--- config.mk ---
export PLATFORM = sky130hd
export DESIGN_NAME = aux_lt_req_ctrl
export DESIGN_NICKNAME = d
export VERILOG_FILES = /design/src/rtl/aux_lt_pkg.sv /design/src/rtl/aux_req_buffer.sv /design/src/rtl/aux_lt_req_ctrl.sv
export SDC_FILE = /design/constraint.sdc
export NUM_CORES = 1
export LEC_CHECK = 0
export CAP_MARGIN = 20
export CORE_ASPECT_RATIO = 0.9
export CORE_MARGIN = 3
export CORE_UTILIZATION = 53
export DETAILED_ROUTE_END_ITERATION = 6
export PLACE_DENSITY_LB_ADDON = 0.1
export SYNTH_ARGS = -nofsm -noshare
export SYNTH_HDL_FRONTEND = slang
export SYNTH_HIERARCHICAL = 1
export SYNTH_SLANG_ARGS = --single-unit
--- constraint.sdc ---
create_clock -name clk -period 3.3 [get_ports clk]
set_input_delay 0.99 -clock clk [delete_from_list [all_inputs] [get_ports clk]]
set_output_delay 0.99 -clock clk [all_outputs]
set_load 0.005 [all_outputs]
--- src/rtl/aux_lt_pkg.sv ---
// Shared types and encodings for the link-training AUX request path.
package aux_lt_pkg;

   localparam int AUX_MAX_LEN = 16;
   localparam int AUX_IDX_W   = $clog2(AUX_MAX_LEN);

   typedef enum logic [2:0] {
      ST_IDLE,
      ST_COLLECT,
      ST_SEND_HDR,
      ST_SEND_DATA,
      ST_WAIT_REPLY,
      ST_RX_DATA,
      ST_DONE,
      ST_FAIL
   } state_e;

   localparam logic [1:0] CMD_NATIVE_WR = 2'b00;
   localparam logic [1:0] CMD_NATIVE_RD = 2'b01;

   localparam logic [3:0] AUX_REQ_WR = 4'b1000;
   localparam logic [3:0] AUX_REQ_RD = 4'b1001;

   localparam logic [1:0] REPLY_ACK   = 2'b00;
   localparam logic [1:0] REPLY_NACK  = 2'b01;
   localparam logic [1:0] REPLY_DEFER = 2'b10;

endpackage

--- src/rtl/aux_req_buffer.sv ---
// Write-payload store: one synchronous write port, one combinational read port.
module aux_req_buffer
   import aux_lt_pkg::*;
(
   input  logic                 clk,
   input  logic                 we,
   input  logic [AUX_IDX_W-1:0] waddr,
   input  logic [7:0]           wdata,
   input  logic [AUX_IDX_W-1:0] raddr,
   output logic [7:0]           rdata
);

   // Contents are don't-care after reset, so no reset term.
   logic [AUX_MAX_LEN-1:0][7:0] mem;

   always_ff @(posedge clk) begin
      if (we) mem[waddr] <= wdata;
   end

   assign rdata = mem[raddr];

endmodule

--- src/rtl/aux_lt_req_ctrl.sv ---
// Frames native DPCD requests from the CR/EQ FSMs onto AUX and parses the
// reply, retrying on DEFER or reply timeout.
module aux_lt_req_ctrl
   import aux_lt_pkg::*;
#(
   parameter int MAX_RETRY     = 7,
   parameter int REPLY_TIMEOUT = 40
) (
   input  logic        clk,
   input  logic        rst,
   input  logic        cr_transaction_vld,
   input  logic        eq_transaction_vld,
   input  logic [1:0]  cr_cmd,
   input  logic [1:0]  eq_cmd,
   input  logic [19:0] cr_address,
   input  logic [19:0] eq_address,
   input  logic [7:0]  cr_len,
   input  logic [7:0]  eq_len,
   input  logic [7:0]  cr_data,
   input  logic [7:0]  eq_data,
   output logic        aux_tx_vld,
   output logic [7:0]  aux_tx_byte,
   output logic        aux_tx_last,
   input  logic        aux_tx_ready,
   input  logic        aux_rx_vld,
   input  logic [7:0]  aux_rx_byte,
   input  logic        aux_rx_last,
   output logic        ctrl_ack_flag,
   output logic        ctrl_native_failed,
   output logic [7:0]  ctrl_rd_data,
   output logic        ctrl_rd_data_vld,
   output logic        ctrl_busy
);

   localparam int RW = $clog2(MAX_RETRY + 1);
   localparam int TW = $clog2(REPLY_TIMEOUT + 1);
   localparam logic [RW-1:0] RETRY_LIM = RW'(MAX_RETRY);
   localparam logic [TW-1:0] TMO_LIM   = TW'(REPLY_TIMEOUT);

   state_e               state_q, state_d;
   logic                 is_rd_q, is_rd_d;
   logic                 src_eq_q, src_eq_d;
   logic [19:0]          addr_q, addr_d;
   logic [7:0]           len_q, len_d;
   logic [AUX_IDX_W-1:0] idx_q, idx_d;
   logic [1:0]           hdr_q, hdr_d;
   logic [RW-1:0]        retry_q, retry_d;
   logic [TW-1:0]        tmo_q, tmo_d;
   logic [7:0]           rd_data_q, rd_data_d;
   logic                 rd_vld_q, rd_vld_d;

   logic                 buf_we;
   logic [AUX_IDX_W-1:0] buf_waddr;
   logic [7:0]           buf_wdata, buf_rdata;

   logic                 new_vld;
   logic [1:0]           new_cmd;
   logic [19:0]          new_addr;
   logic [7:0]           new_len, new_data;
   logic                 req_vld;
   logic [7:0]           req_data;
   logic                 tx_fire, data_last, retry_req;

   // CR wins a same-cycle collision; the losing EQ request is simply dropped.
   assign new_vld  = cr_transaction_vld | eq_transaction_vld;
   assign new_cmd  = cr_transaction_vld ? cr_cmd     : eq_cmd;
   assign new_addr = cr_transaction_vld ? cr_address : eq_address;
   assign new_len  = cr_transaction_vld ? cr_len     : eq_len;
   assign new_data = cr_transaction_vld ? cr_data    : eq_data;
   assign req_vld  = src_eq_q ? eq_transaction_vld : cr_transaction_vld;
   assign req_data = src_eq_q ? eq_data : cr_data;

   assign tx_fire   = aux_tx_vld & aux_tx_ready;
   assign data_last = (idx_q == len_q[AUX_IDX_W-1:0]);

   always_comb begin
      aux_tx_vld  = (state_q == ST_SEND_HDR) || (state_q == ST_SEND_DATA);
      aux_tx_last = ((state_q == ST_SEND_HDR) && (hdr_q == 2'd3) && is_rd_q) ||
                    ((state_q == ST_SEND_DATA) && data_last);
      aux_tx_byte = '0;
      if (state_q == ST_SEND_HDR) begin
         case (hdr_q)
            2'd0:    aux_tx_byte = {(is_rd_q ? AUX_REQ_RD : AUX_REQ_WR), addr_q[19:16]};
            2'd1:    aux_tx_byte = addr_q[15:8];
            2'd2:    aux_tx_byte = addr_q[7:0];
            default: aux_tx_byte = len_q;
         endcase
      end else if (state_q == ST_SEND_DATA) begin
         aux_tx_byte = buf_rdata;
      end
   end

   always_comb begin
      state_d   = state_q;
      is_rd_d   = is_rd_q;
      src_eq_d  = src_eq_q;
      addr_d    = addr_q;
      len_d     = len_q;
      idx_d     = idx_q;
      hdr_d     = hdr_q;
      retry_d   = retry_q;
      tmo_d     = tmo_q;
      rd_data_d = rd_data_q;
      rd_vld_d  = 1'b0;
      buf_we    = 1'b0;
      buf_waddr = idx_q;
      buf_wdata = req_data;
      retry_req = 1'b0;
      case (state_q)
         ST_IDLE: if (new_vld) begin
            src_eq_d  = !cr_transaction_vld;
            is_rd_d   = (new_cmd == CMD_NATIVE_RD);
            addr_d    = new_addr;
            len_d     = new_len;
            idx_d     = AUX_IDX_W'(1);
            hdr_d     = 2'd0;
            buf_we    = 1'b1;
            buf_waddr = '0;
            buf_wdata = new_data;
            if (new_cmd[1] || int'(new_len) >= AUX_MAX_LEN) state_d = ST_FAIL;
            else if (new_cmd == CMD_NATIVE_RD || new_len == 8'd0) state_d = ST_SEND_HDR;
            else state_d = ST_COLLECT;
         end
         ST_COLLECT: begin
            if (req_vld) begin
               buf_we = 1'b1;
               if (data_last) state_d = ST_SEND_HDR;
               else idx_d = idx_q + 1'b1;
            end else begin
               state_d = ST_FAIL;
            end
         end
         ST_SEND_HDR: if (tx_fire) begin
            if (hdr_q == 2'd3) begin
               idx_d   = '0;
               tmo_d   = '0;
               state_d = is_rd_q ? ST_WAIT_REPLY : ST_SEND_DATA;
            end else begin
               hdr_d = hdr_q + 1'b1;
            end
         end
         ST_SEND_DATA: if (tx_fire) begin
            if (data_last) begin
               tmo_d   = '0;
               state_d = ST_WAIT_REPLY;
            end else begin
               idx_d = idx_q + 1'b1;
            end
         end
         ST_WAIT_REPLY: begin
            // A reply byte landing on the timeout cycle takes precedence.
            if (aux_rx_vld) begin
               case (aux_rx_byte[5:4])
                  REPLY_ACK: begin
                     if (!is_rd_q) state_d = aux_rx_last ? ST_DONE : ST_FAIL;
                     else if (aux_rx_last) state_d = ST_FAIL;
                     else begin
                        idx_d   = '0;
                        state_d = ST_RX_DATA;
                     end
                  end
                  REPLY_DEFER: retry_req = 1'b1;
                  default:     state_d = ST_FAIL;
               endcase
            end else if (tmo_q == TMO_LIM) begin
               retry_req = 1'b1;
            end else begin
               tmo_d = tmo_q + 1'b1;
            end
         end
         ST_RX_DATA: if (aux_rx_vld) begin
            rd_vld_d  = 1'b1;
            rd_data_d = aux_rx_byte;
            if (aux_rx_last) state_d = data_last ? ST_DONE : ST_FAIL;
            else if (data_last) state_d = ST_FAIL;
            else idx_d = idx_q + 1'b1;
         end
         ST_DONE, ST_FAIL: begin
            retry_d = '0;
            state_d = ST_IDLE;
         end
         default: state_d = ST_IDLE;
      endcase
      if (retry_req) begin
         if (retry_q < RETRY_LIM) begin
            retry_d = retry_q + 1'b1;
            hdr_d   = 2'd0;
            state_d = ST_SEND_HDR;
         end else begin
            state_d = ST_FAIL;
         end
      end
   end

   always_ff @(posedge clk) begin
      if (rst) begin
         state_q   <= ST_IDLE;
         is_rd_q   <= 1'b0;
         src_eq_q  <= 1'b0;
         addr_q    <= '0;
         len_q     <= '0;
         idx_q     <= '0;
         hdr_q     <= '0;
         retry_q   <= '0;
         tmo_q     <= '0;
         rd_data_q <= '0;
         rd_vld_q  <= 1'b0;
      end else begin
         state_q   <= state_d;
         is_rd_q   <= is_rd_d;
         src_eq_q  <= src_eq_d;
         addr_q    <= addr_d;
         len_q     <= len_d;
         idx_q     <= idx_d;
         hdr_q     <= hdr_d;
         retry_q   <= retry_d;
         tmo_q     <= tmo_d;
         rd_data_q <= rd_data_d;
         rd_vld_q  <= rd_vld_d;
      end
   end

   aux_req_buffer u_buf (
      .clk   (clk),
      .we    (buf_we),
      .waddr (buf_waddr),
      .wdata (buf_wdata),
      .raddr (idx_q),
      .rdata (buf_rdata)
   );

   assign ctrl_ack_flag      = (state_q == ST_DONE);
   assign ctrl_native_failed = (state_q == ST_FAIL);
   assign ctrl_rd_data       = rd_data_q;
   assign ctrl_rd_data_vld   = rd_vld_q;
   assign ctrl_busy          = (state_q != ST_IDLE);

endmodule
==> flow_metrics.env <==
export IMPL_pin_count=113
export IMPL_routed_wl_met2_um=10600
export IMPL_synth_compound_area_share_pct=11.0
export IMPL_internal_power_mw=5.09
export IMPL_wirelength_met1_um=8900
export IMPL_worstHoldStart="ctrl_rd_data[6]$_SDFFE_PP0P_"
export IMPL_hold_path_class="flop to flop"
export IMPL_yosys_area_top_type="edfxtp_1"
export IMPL_hold_viol=0
export IMPL_ys_warn_count=6
export IMPL_synth_top_area_share_pct=45.5
export IMPL_port_buffers=112
export IMPL_dr_first_iter_drc_count=661
export IMPL_yosys_area_share_adder_pct=0.593
export IMPL_synthMuxAreaShare_pct=14.8
export IMPL_ys_seq_area_share_pct=59.1
export IMPL_slew_viol_final=0
export IMPL_power_frac_comb_pct=31.4
export IMPL_reg2reg_slack_ps=630
export IMPL_clock_latency_ps=430
export IMPL_worst_slew_pin_slew_ps=693
export IMPL_r2r_end="u_buf/mem[89]$_DFFE_PP_"
export IMPL_slowest_stage="mux4_2"
export IMPL_path_delay_family="multiplexers"
export IMPL_min_path_cells=2
export IMPL_met3WireLength_um=1780
export IMPL_area_delta_synth_final_pct=28.4
export IMPL_synth_most_common_cell="edfxtp_1"
export IMPL_grt_usage_pct=25.4
export IMPL_core_um2=15500
export IMPL_fin_util_pct=70.0
export IMPL_ys_ff_latch=185
export IMPL_viasPerCell=5.98
export IMPL_postSynthCellCount=653
export IMPL_path_cells="buf_12, buf_16, mux4_2, a22oi_2, nand2_2, a22oi_2, o21ai_1, buf_2"
export IMPL_numCtsBuffers=17
export IMPL_setup_tns_ps=0
export IMPL_grt_pass1_vias=6061
export IMPL_status="finished clean"
export IMPL_gp_congestion=0.870
export IMPL_row_count=43
export IMPL_synthXorXnorAreaFrac_pct=0.415
export IMPL_num_vias=6067
export IMPL_wl_um=21600
export IMPL_ys_flop_type="edfxtp_1"
export IMPL_period_needed_ps=3290
export IMPL_synth_area_um2=8440
export IMPL_top_layer_used="met4"
export IMPL_dpl_hpwl_um=14000
export IMPL_irDropWorstVdd_mv=0.529
export IMPL_root_buffer="clkbuf_16"
export IMPL_wl_per_cell_um=21.3
export IMPL_fill_cells=1046
export IMPL_die_w_um=139
export IMPL_cts_sinks=185
export IMPL_critPathRequiredTime_ps=2310
export IMPL_multi_input_area_um2=3240
export IMPL_max_slew_margin_rel_pct=53.1
export IMPL_cpPeakStageDelay_ps=500
export IMPL_seq_power_share_pct=40.0
export IMPL_clock_skew_ps=8.50
export IMPL_synth_edf_count=128
export IMPL_post_route_period_util_pct=99.8
export IMPL_synthSimpleGateAreaFrac_pct=10.9
export IMPL_finalSetupViolCount=0
export IMPL_hold_buffers=0
export IMPL_fmax_mhz=304
export IMPL_gr_total_overflow=0
export IMPL_synth_top_family_by_area="multiplexers"
export IMPL_crit_buf_inv=3
export IMPL_drv_cap=0
export IMPL_antenna_found_initial=0
export IMPL_cts_clk_slew_worst_paths_ps=70
export IMPL_p_sw_share_pct=31.5
export IMPL_nNetsFinal=895
export IMPL_arrival_ps=2300
export IMPL_htreeDepth=4
export IMPL_synth_distinct_cells=65
export IMPL_crit_path_max_fanout=5
export IMPL_r2r_start="state_q[2]$_SDFFE_PP0P_"
export IMPL_power_clock_fraction_pct=28.6
export IMPL_synth_area_top_cells="edfxtp_1 46%, dfxtp_1 14%, mux4_2 4.8%"
export IMPL_power_density_nw_per_um2=686
export IMPL_grt_max_degree=61
export IMPL_first_pass_iters=5
export IMPL_setup_worst_path_start_class="flop"
export IMPL_rsz0062_at_grt="true"
export IMPL_start_util_pct=54.5
export IMPL_grt_pass1_wl_um=34100
export IMPL_holdPathEnd="ctrl_rd_data[6]$_SDFFE_PP0P_"
export IMPL_syn_num_nets=748
export IMPL_postRouteAntennaNets=0
export IMPL_power_mw=7.43
export IMPL_end_kind="output port"
export IMPL_reg2reg_depth=6
export IMPL_drcViolationCount=0
export IMPL_cpMostUsedCell="a22oi_2"
export IMPL_leakage_nw=3.75
export IMPL_ctsLongestPathBuffers=2
export IMPL_die_y_um=126
export IMPL_die_area_um2=17500
export IMPL_cts_tree="built"
export IMPL_drive_gt1_share_pct=22.4
export IMPL_ys_async_sr_fraction_pct=0
export IMPL_diodes=0
export IMPL_netlist_top_cells_count="128 x edfxtp_1, 64 x nor2_1, 57 x dfxtp_1"
export IMPL_syn_avg_cell_area_um2=12.9
export IMPL_critical_path_class="flop to output port"
export IMPL_seq_area_um2=4990
export IMPL_p_sw_mw=2.35
cell type report:
class,instances,share of cell area (%)
inverters,15,0.519
clock buffers,17,3.92
well taps,202,2.33
flip-flops and latches,185,46.0
repair buffers,169,15.4
clock inverters,15,1.87
multi-input cells,412,29.9
worst reg2reg max path: stages (launching register included):
cell     delay [ps]
dfxtp_1         320
buf_4           200
nor3_2          490
o21ai_1         140
buf_4           200
o21ai_2         500
mux2_2          540
state kept, by name, indices dropped and copies added (netlist names):
name,flops
tmo_q,6
retry_q,3
u_buf/mem,128
src_eq_q,1
state_q,3
idx_q,4
ctrl_rd_data,8
ctrl_rd_data_vld,1
hdr_q,2
is_rd_q,1
len_q,8
addr_q,20
metrics by stage:
stage | instances | setup WS, ps | instance area, µm² | hold slack [ps]
after floorplan | 653 | 261 | 8440 | 449
after global placement | 968 | 65.2 | 9980 | 442
after detailed placement | 968 | 72.8 | 9980 | 452
after CTS | 1014 | -43.0 | 10800 | 462
after global routing | 1015 | -82.8 | 10800 | 475
final | 1015 | 8.01 | 10800 | 457
routing by layer:
metal / up-vias / global-route usage (%)
met5: - / 0
met4: 0 / 6.67
met3: 25 / 6.38
met2: 284 / 41.3
met1: 2959 / 34.6
li1: 2799 / -
power groups by stage:
stage	Combinational, mW	Clock (mW)	Sequential [mW]
final	2.33	2.13	2.97
after global routing	2.54	2.27	3.00
after CTS	2.27	2.15	2.97
after detailed placement	2.10	0	3.01
after global placement	2.05	0	3.00
after floorplan	1.41	0	2.96
cell families (layout without fill, tap and decap cells):
family | count (synthesis) | in the layout
compound gates | 136 | 136
flops | 185 | 185
buf+inv | 56 | 216
simple gates | 190 | 190
fa+ha+maj | 4 | 4
mux | 78 | 78
xor+xnor | 4 | 4
timing repair:
item / in CTS / in global routing
pin swaps: 25 / 10
endpoints found under the setup margin: 9 / 8
gates cloned: 2 / 0
resized for setup: 74 / 17
buffers inserted: 12 / 1
layout by cell type, fill, tap and decap left out, types with 17 or more instances in the layout:
| master | count |
|---|---|
| clkbuf_16 | 17 |
| buf_4 | 42 |
| edfxtp_1 | 128 |
| nand2_1 | 47 |
| a211oi_1 | 31 |
| dfxtp_1 | 54 |
| mux4_2 | 32 |
| nor2_1 | 63 |
| a21oi_1 | 33 |
| a22oi_2 | 18 |
| clkdlybuf4s50_1 | 101 |
| mux2i_1 | 35 |
worst max-delay path by stage:
stage,to,from,cells past startpoint
floorplan,u_buf/mem[10]$_DFFE_PP_,eq_transaction_vld,4
global route,aux_tx_byte[3],idx_q[0]$_SDFFE_PP0P_,8
global placement,u_buf/mem[116]$_DFFE_PP_,eq_transaction_vld,8
finish,aux_tx_byte[2],idx_q[0]$_SDFFE_PP0P_,8
detailed placement,aux_tx_byte[1],idx_q[0]$_SDFFE_PP0P_,7
CTS,aux_tx_byte[2],idx_q[0]$_SDFFE_PP0P_,8
No activity file was read; power rests on OpenSTA's default activity.
